**config.mk**
```make
export PLATFORM = sky130hd
export DESIGN_NAME = fnd_stopwatch_counter
export DESIGN_NICKNAME = d
export VERILOG_FILES = /design/src/rtl/fnd_pkg.sv /design/src/rtl/button_debouncer.sv /design/src/rtl/fnd_stopwatch_counter.sv
export SDC_FILE = /design/constraint.sdc
export NUM_CORES = 1
export LEC_CHECK = 0
export ABC_AREA = 0
export CORE_ASPECT_RATIO = 0.9
export CORE_MARGIN = 2
export CORE_UTILIZATION = 45
export DETAILED_ROUTE_END_ITERATION = 16
export GPL_TIMING_DRIVEN = 0
export PLACE_DENSITY = 0.59
export SETUP_SLACK_MARGIN = 0.15
export SYNTH_ARGS = -nofsm -noshare
export SYNTH_HDL_FRONTEND = slang
export SYNTH_SLANG_ARGS = --single-unit
```
**constraint.sdc**
```tcl
create_clock -name i_clk -period 2.75 [get_ports i_clk]
set_clock_uncertainty 0.15 [all_clocks]
set_input_delay 0.55 -clock i_clk [delete_from_list [all_inputs] [get_ports i_clk]]
set_output_delay 0.55 -clock i_clk [all_outputs]
set_load 0.02 [all_outputs]
```
**src/rtl/fnd_pkg.sv**
```systemverilog
// rtl/fnd_pkg.sv - shared constants and types for the FND stopwatch path
//
// Purpose: state encoding, count width and count limit shared by the
//          stopwatch counter and the downstream FND display controller.
// Contents:
//   FND_DATA_W     - width of the counter-data bus (14 bits covers 0..9999)
//   FND_MAX_COUNT  - largest displayable count (9999)
//   fnd_state_t    - stopwatch states STOP / RUN / CLEAR
//   fnd_step       - one modulo-10000 step up or down
package fnd_pkg;

    localparam int FND_DATA_W = 14;
    localparam logic [FND_DATA_W-1:0] FND_MAX_COUNT = 14'd9999;

    typedef enum logic [1:0] {
        STOP  = 2'd0,
        RUN   = 2'd1,
        CLEAR = 2'd2
    } fnd_state_t;

    // Out-of-range values (>= 9999 going up) fold back to 0 so the counter
    // can never leave 0..9999 even if it were somehow corrupted.
    function automatic logic [FND_DATA_W-1:0] fnd_step(
        input logic [FND_DATA_W-1:0] value,
        input logic                  down
    );
        if (down) begin
            if (value == '0 || value > FND_MAX_COUNT) begin
                return FND_MAX_COUNT;
            end
            return value - FND_DATA_W'(1);
        end
        if (value >= FND_MAX_COUNT) begin
            return '0;
        end
        return value + FND_DATA_W'(1);
    endfunction

endpackage

```
**src/rtl/button_debouncer.sv**
```systemverilog
// rtl/button_debouncer.sv - synchronizer, debouncer and press-edge detector
//
// Purpose: turns a raw asynchronous active-high push-button into a single
//          one-cycle pulse per accepted press.
// Ports:
//   i_clk          in  1  system clock
//   i_reset        in  1  synchronous active-high reset
//   i_btn          in  1  raw asynchronous button level
//   o_press_pulse  out 1  one-cycle pulse on each accepted rising level
// Latency from a stable raw level to the pulse: 2 + DEBOUNCE_CYCLES + 1.
module button_debouncer #(
    parameter int DEBOUNCE_CYCLES = 1_000_000
) (
    input  logic i_clk,
    input  logic i_reset,
    input  logic i_btn,
    output logic o_press_pulse
);

    localparam int CNT_W = $clog2(DEBOUNCE_CYCLES + 1);
    localparam logic [CNT_W-1:0] CNT_LAST = CNT_W'(DEBOUNCE_CYCLES - 1);

    logic             sync_meta;
    logic             sync_level;
    logic             accepted;
    logic             accepted_d;
    logic [CNT_W-1:0] stable_cnt;

    always_ff @(posedge i_clk) begin
        if (i_reset) begin
            sync_meta     <= 1'b0;
            sync_level    <= 1'b0;
            accepted      <= 1'b0;
            accepted_d    <= 1'b0;
            stable_cnt    <= '0;
            o_press_pulse <= 1'b0;
        end else begin
            sync_meta     <= i_btn;
            sync_level    <= sync_meta;
            accepted_d    <= accepted;
            o_press_pulse <= accepted & ~accepted_d;

            // The counter only runs while the synchronized level disagrees
            // with the accepted one; any bounce back to the accepted level
            // restarts the stability window.
            if (sync_level == accepted) begin
                stable_cnt <= '0;
            end else if (stable_cnt == CNT_LAST) begin
                accepted   <= sync_level;
                stable_cnt <= '0;
            end else begin
                stable_cnt <= stable_cnt + CNT_W'(1);
            end
        end
    end

endmodule

```
**src/rtl/fnd_stopwatch_counter.sv**
```systemverilog
// rtl/fnd_stopwatch_counter.sv - stop/run/clear stopwatch feeding the FND display
//
// Purpose: debounces three buttons, runs the STOP/RUN/CLEAR state machine and
//          steps a modulo-10000 counter once per prescaler period.
// Ports:
//   i_clk           in  1   system clock (single domain)
//   i_reset         in  1   synchronous active-high reset
//   i_btn_run_stop  in  1   raw button, toggles STOP/RUN
//   i_btn_clear     in  1   raw button, zeroes count and stops
//   i_btn_mode      in  1   raw button, toggles count direction
//   o_counter_data  out 14  current count, 0..9999
//   o_run           out 1   high while in RUN
//   o_mode_down     out 1   0 = count up, 1 = count down
module fnd_stopwatch_counter
    import fnd_pkg::*;
#(
    parameter int CLK_HZ          = 100_000_000,
    parameter int TICK_HZ         = 10,
    parameter int DEBOUNCE_CYCLES = 1_000_000
) (
    input  logic                  i_clk,
    input  logic                  i_reset,
    input  logic                  i_btn_run_stop,
    input  logic                  i_btn_clear,
    input  logic                  i_btn_mode,
    output logic [FND_DATA_W-1:0] o_counter_data,
    output logic                  o_run,
    output logic                  o_mode_down
);

    localparam int TICK_DIV = CLK_HZ / TICK_HZ;
    localparam int PRE_W    = $clog2(TICK_DIV);
    localparam logic [PRE_W-1:0] PRE_LAST = PRE_W'(TICK_DIV - 1);

    logic             run_stop_pulse;
    logic             clear_pulse;
    logic             mode_pulse;
    logic             tick;
    fnd_state_t       state;
    logic [PRE_W-1:0] prescaler;

    button_debouncer #(.DEBOUNCE_CYCLES(DEBOUNCE_CYCLES)) u_deb_run_stop (
        .i_clk         (i_clk),
        .i_reset       (i_reset),
        .i_btn         (i_btn_run_stop),
        .o_press_pulse (run_stop_pulse)
    );

    button_debouncer #(.DEBOUNCE_CYCLES(DEBOUNCE_CYCLES)) u_deb_clear (
        .i_clk         (i_clk),
        .i_reset       (i_reset),
        .i_btn         (i_btn_clear),
        .o_press_pulse (clear_pulse)
    );

    button_debouncer #(.DEBOUNCE_CYCLES(DEBOUNCE_CYCLES)) u_deb_mode (
        .i_clk         (i_clk),
        .i_reset       (i_reset),
        .i_btn         (i_btn_mode),
        .o_press_pulse (mode_pulse)
    );

    // The prescaler wraps only while running, so its wrap is the count tick.
    assign tick = (state == RUN) && (prescaler == PRE_LAST);

    always_ff @(posedge i_clk) begin
        if (i_reset) begin
            state          <= STOP;
            prescaler      <= '0;
            o_counter_data <= '0;
            o_run          <= 1'b0;
            o_mode_down    <= 1'b0;
        end else begin
            // Direction flips in every state; a tick in this same cycle
            // still uses the register's old value below.
            o_mode_down <= o_mode_down ^ mode_pulse;

            case (state)
                CLEAR: begin
                    state          <= STOP;
                    o_run          <= 1'b0;
                    prescaler      <= '0;
                    o_counter_data <= '0;
                end
                STOP, RUN: begin
                    if (clear_pulse) begin
                        // Clear beats run_stop and swallows a same-cycle tick.
                        state          <= CLEAR;
                        o_run          <= 1'b0;
                        prescaler      <= '0;
                        o_counter_data <= '0;
                    end else begin
                        if (state == RUN) begin
                            prescaler <= tick ? '0 : prescaler + PRE_W'(1);
                            if (tick) begin
                                o_counter_data <= fnd_step(o_counter_data, o_mode_down);
                            end
                        end
                        if (run_stop_pulse) begin
                            state <= (state == RUN) ? STOP : RUN;
                            o_run <= (state != RUN);
                        end
                    end
                end
                default: begin
                    state <= STOP;
                    o_run <= 1'b0;
                end
            endcase
        end
    end

endmodule

```
==> flow_summary.toml <==
[outcome]
outcome = "completed"

[timing]
hold_viol = 0
min_period_ns = 2.40
drv_slew = 0
whs_ns = 0.227
worstMarginPinSlew_ns = 0.698
setup_viol = 0
min_period_over_period_pct = 87.2
fmax_mhz = 417
relSlewSlack_pct = 53.5
rsz0062_at_grt = "false"

[synthesis]
synth_edf_count = 0
synth_nets = 681
synth_top_flop_cell = "dfxtp_1"
syn_inst = 670
synth_area_um2 = 5620
avgSynthCellArea_um2 = 8.39
synth_warnings = 0
ys_seq_area_share_pct = 41.3
synth-seq-cells = 116
async_flop_share_pct = 0
ys_types = 66

[clock_network]
numCtsBuffers = 17
cts_tree = "done"
h-tree-depth = 4
clock_latency_ns = 0.41
hold_buffers = 0
cts_root_buffer = "clkbuf_16"
cts.clk_slew.worst_paths_ns = 0.05
cts_buffer_depth = 2
clock-sinks = 116

[worst_setup_path]
cp-startpoint = "prescaler[0]$_SDFFE_PP0P_"
path_class = "flip-flop to flip-flop"
crit_path_start_kind = "flip-flop"
worst-path-buf-inv = 1
worstSetupEndpointType = "flip-flop"
cp_max_fo = 10
cp_cell_sequence = "ha_1, nand3_1, nor4_4, a31o_2, a21oi_2, buf_2, o21ai_0, o21ai_1"
crit_family = "compound AO/OA/AOI/OAI gates"
cpMaxStageDelayCell = "dfxtp_1"
r2r-start = "prescaler[0]$_SDFFE_PP0P_"
crit_required_ns = 2.89
worstPathArrival_ns = 2.54
cpPeakStageDelay_ns = 0.39

[pwr]
power.internal_mw = 3.15
seq_power_share_pct = 42.9
combinationalPowerShare_pct = 1.0
finalPower_mw = 3.94
p_per_area_nw_per_um2 = 595
p_switching_uw = 794
p_clk_share_pct = 56.1
p_leak_nw = 2.24
sw_frac_of_total_pct = 20.1
peakVddDrop_mv = 0.483

[layout]
fillCellCount = 1113
diodes = 0
mostFrequentLayoutCell = "dfxtp_1"
post-route-util_pct = 54.7
areaGrowthSynthToFinish_pct = 17.8
layout_common_cells = "dfxtp_1 (116), nor2_1 (106), nand2_1 (55)"
drive_gt1_share_pct = 7.76
layout.nets = 720

[placement]
io_buffers = 20
dp_hpwl_um = 8820
gp_congestion = 0.903

[detailed_routing]
viasPerCell = 5.55
drtIter0Drc = 325
drt-total-wl_um = 12700
wl_met3_um = 542
ant_nets = 0
route.met2.wl_um = 5870
dr.pass1.iters = 5
num_vias = 4898
top_layer = "met4"
remaining_drc_errors = 0
wire_per_inst_um = 14.4
met1_length_um = 6030

[floorplanning]
top_level_ports = 21
rows = 38
die_w_um = 122
dieHeight_um = 110
fp.coreArea_um2 = 12100
dieArea_um2 = 13400
initial_utilization_pct = 46.4

[run]
drv_cap = 0

[global_route]
grt-ovfl-total = 0
grt_max_degree = 17
grt_pass1_vias = 4658
grt_pass1_wl_um = 21800
antenna_found_initial = 0
track_usage_pct = 20.5

[worst_hold_path]
holdCritPathClass = "flip-flop to flip-flop"
min_from = "u_deb_run_stop.accepted_d$_SDFF_PP0_"
power by group through the flow:
| stage | Sequential, mW | Combinational [mW] | Clock (mW) |
|---|---|---|---|
| after CTS | 1.69 | 0.0422 | 2.26 |
| after global placement | 1.73 | 0.0418 | 0 |
| after global routing | 1.69 | 0.0467 | 2.34 |
| final | 1.69 | 0.0412 | 2.21 |
| after floorplan | 1.73 | 0.0243 | 0 |
| after detailed placement | 1.73 | 0.0422 | 0 |
Yosys cell counts (all sizes together), types with 7 or more instances:
library cell  count  area [µm²]
a21oi            27         139
a311oi           12         105
and3             17         106
buf              13        70.1
clkbuf           20        76.3
dfxtp           116        2320
inv              11        41.3
nand2            55         206
nand3            46         230
nand4            17         113
nor2            107         409
nor2b            14        87.6
nor3             22         110
nor4             11         114
o21ai            21         105
or3               7        43.8
xnor2            27         236
xor2             35         307
stage by stage:
| stage | instances | instance area [µm²] | setup WS, ns | TNS, ns |
|---|---|---|---|---|
| after CTS | 882 | 6620 | 0.246 | 0 |
| after global placement | 850 | 6020 | -0.0310 | -0.441 |
| after detailed placement | 850 | 6020 | -0.108 | -1.46 |
| after global routing | 882 | 6630 | 0.151 | 0 |
| final | 882 | 6630 | 0.351 | 0 |
| after floorplan | 670 | 5620 | 0.542 | 0 |
area by class of cell:
class,instances,area (µm²),share of cell area (%)
clock inverter,9,98.8,1.49
multi-input combinational,509,3120,47.0
clock buffer,23,498,7.52
timing repair buffer,20,200,3.02
sequential,116,2320,35.0
inverter,12,45.0,0.680
buffer,33,146,2.21
tap,160,200,3.02
flip-flops by register name, summed over array words and instances (netlist names), 14 cells and up:
register,cells
u_deb_run_stop.stable_cnt,20
u_deb_mode.stable_cnt,20
u_deb_clear.stable_cnt,20
prescaler,24
o_counter_data,14
final timing paths:
| check | end | slack, ns | depth (start not counted) |
|---|---|---|---|
| setup / recovery | o_counter_data[12]$_SDFFE_PP0P_ | 0.35 | 8 |
| hold / removal | u_deb_run_stop.o_press_pulse$_SDFF_PP0_ | 0.23 | 1 |
| setup reg to reg | o_counter_data[12]$_SDFFE_PP0P_ | 0.35 | 8 |
| hold reg to reg | u_deb_run_stop.o_press_pulse$_SDFF_PP0_ | 0.23 | 1 |
metal layers:
layer,GRT usage (%),vias up
li1,-,2473
met1,25.7,2302
met2,33.2,99
met3,5.20,24
met4,9.52,0
met5,0,-
logic make-up after synthesis:
logic type	synth area share [%]
muxes	0.890
buffers and inverters	3.40
DFF	41.3
adders and majority gates	1.33
AOI/OAI and AO/OA	13.2
xor gates and xnor gates	9.66
and+or+nand+nor	30.3
repair_timing:
action	CTS	global route
setup buffers	0	0
gates resized for setup	0	1
endpoints found under the setup margin	0	13
No activity file was read; power rests on OpenSTA's default activity.
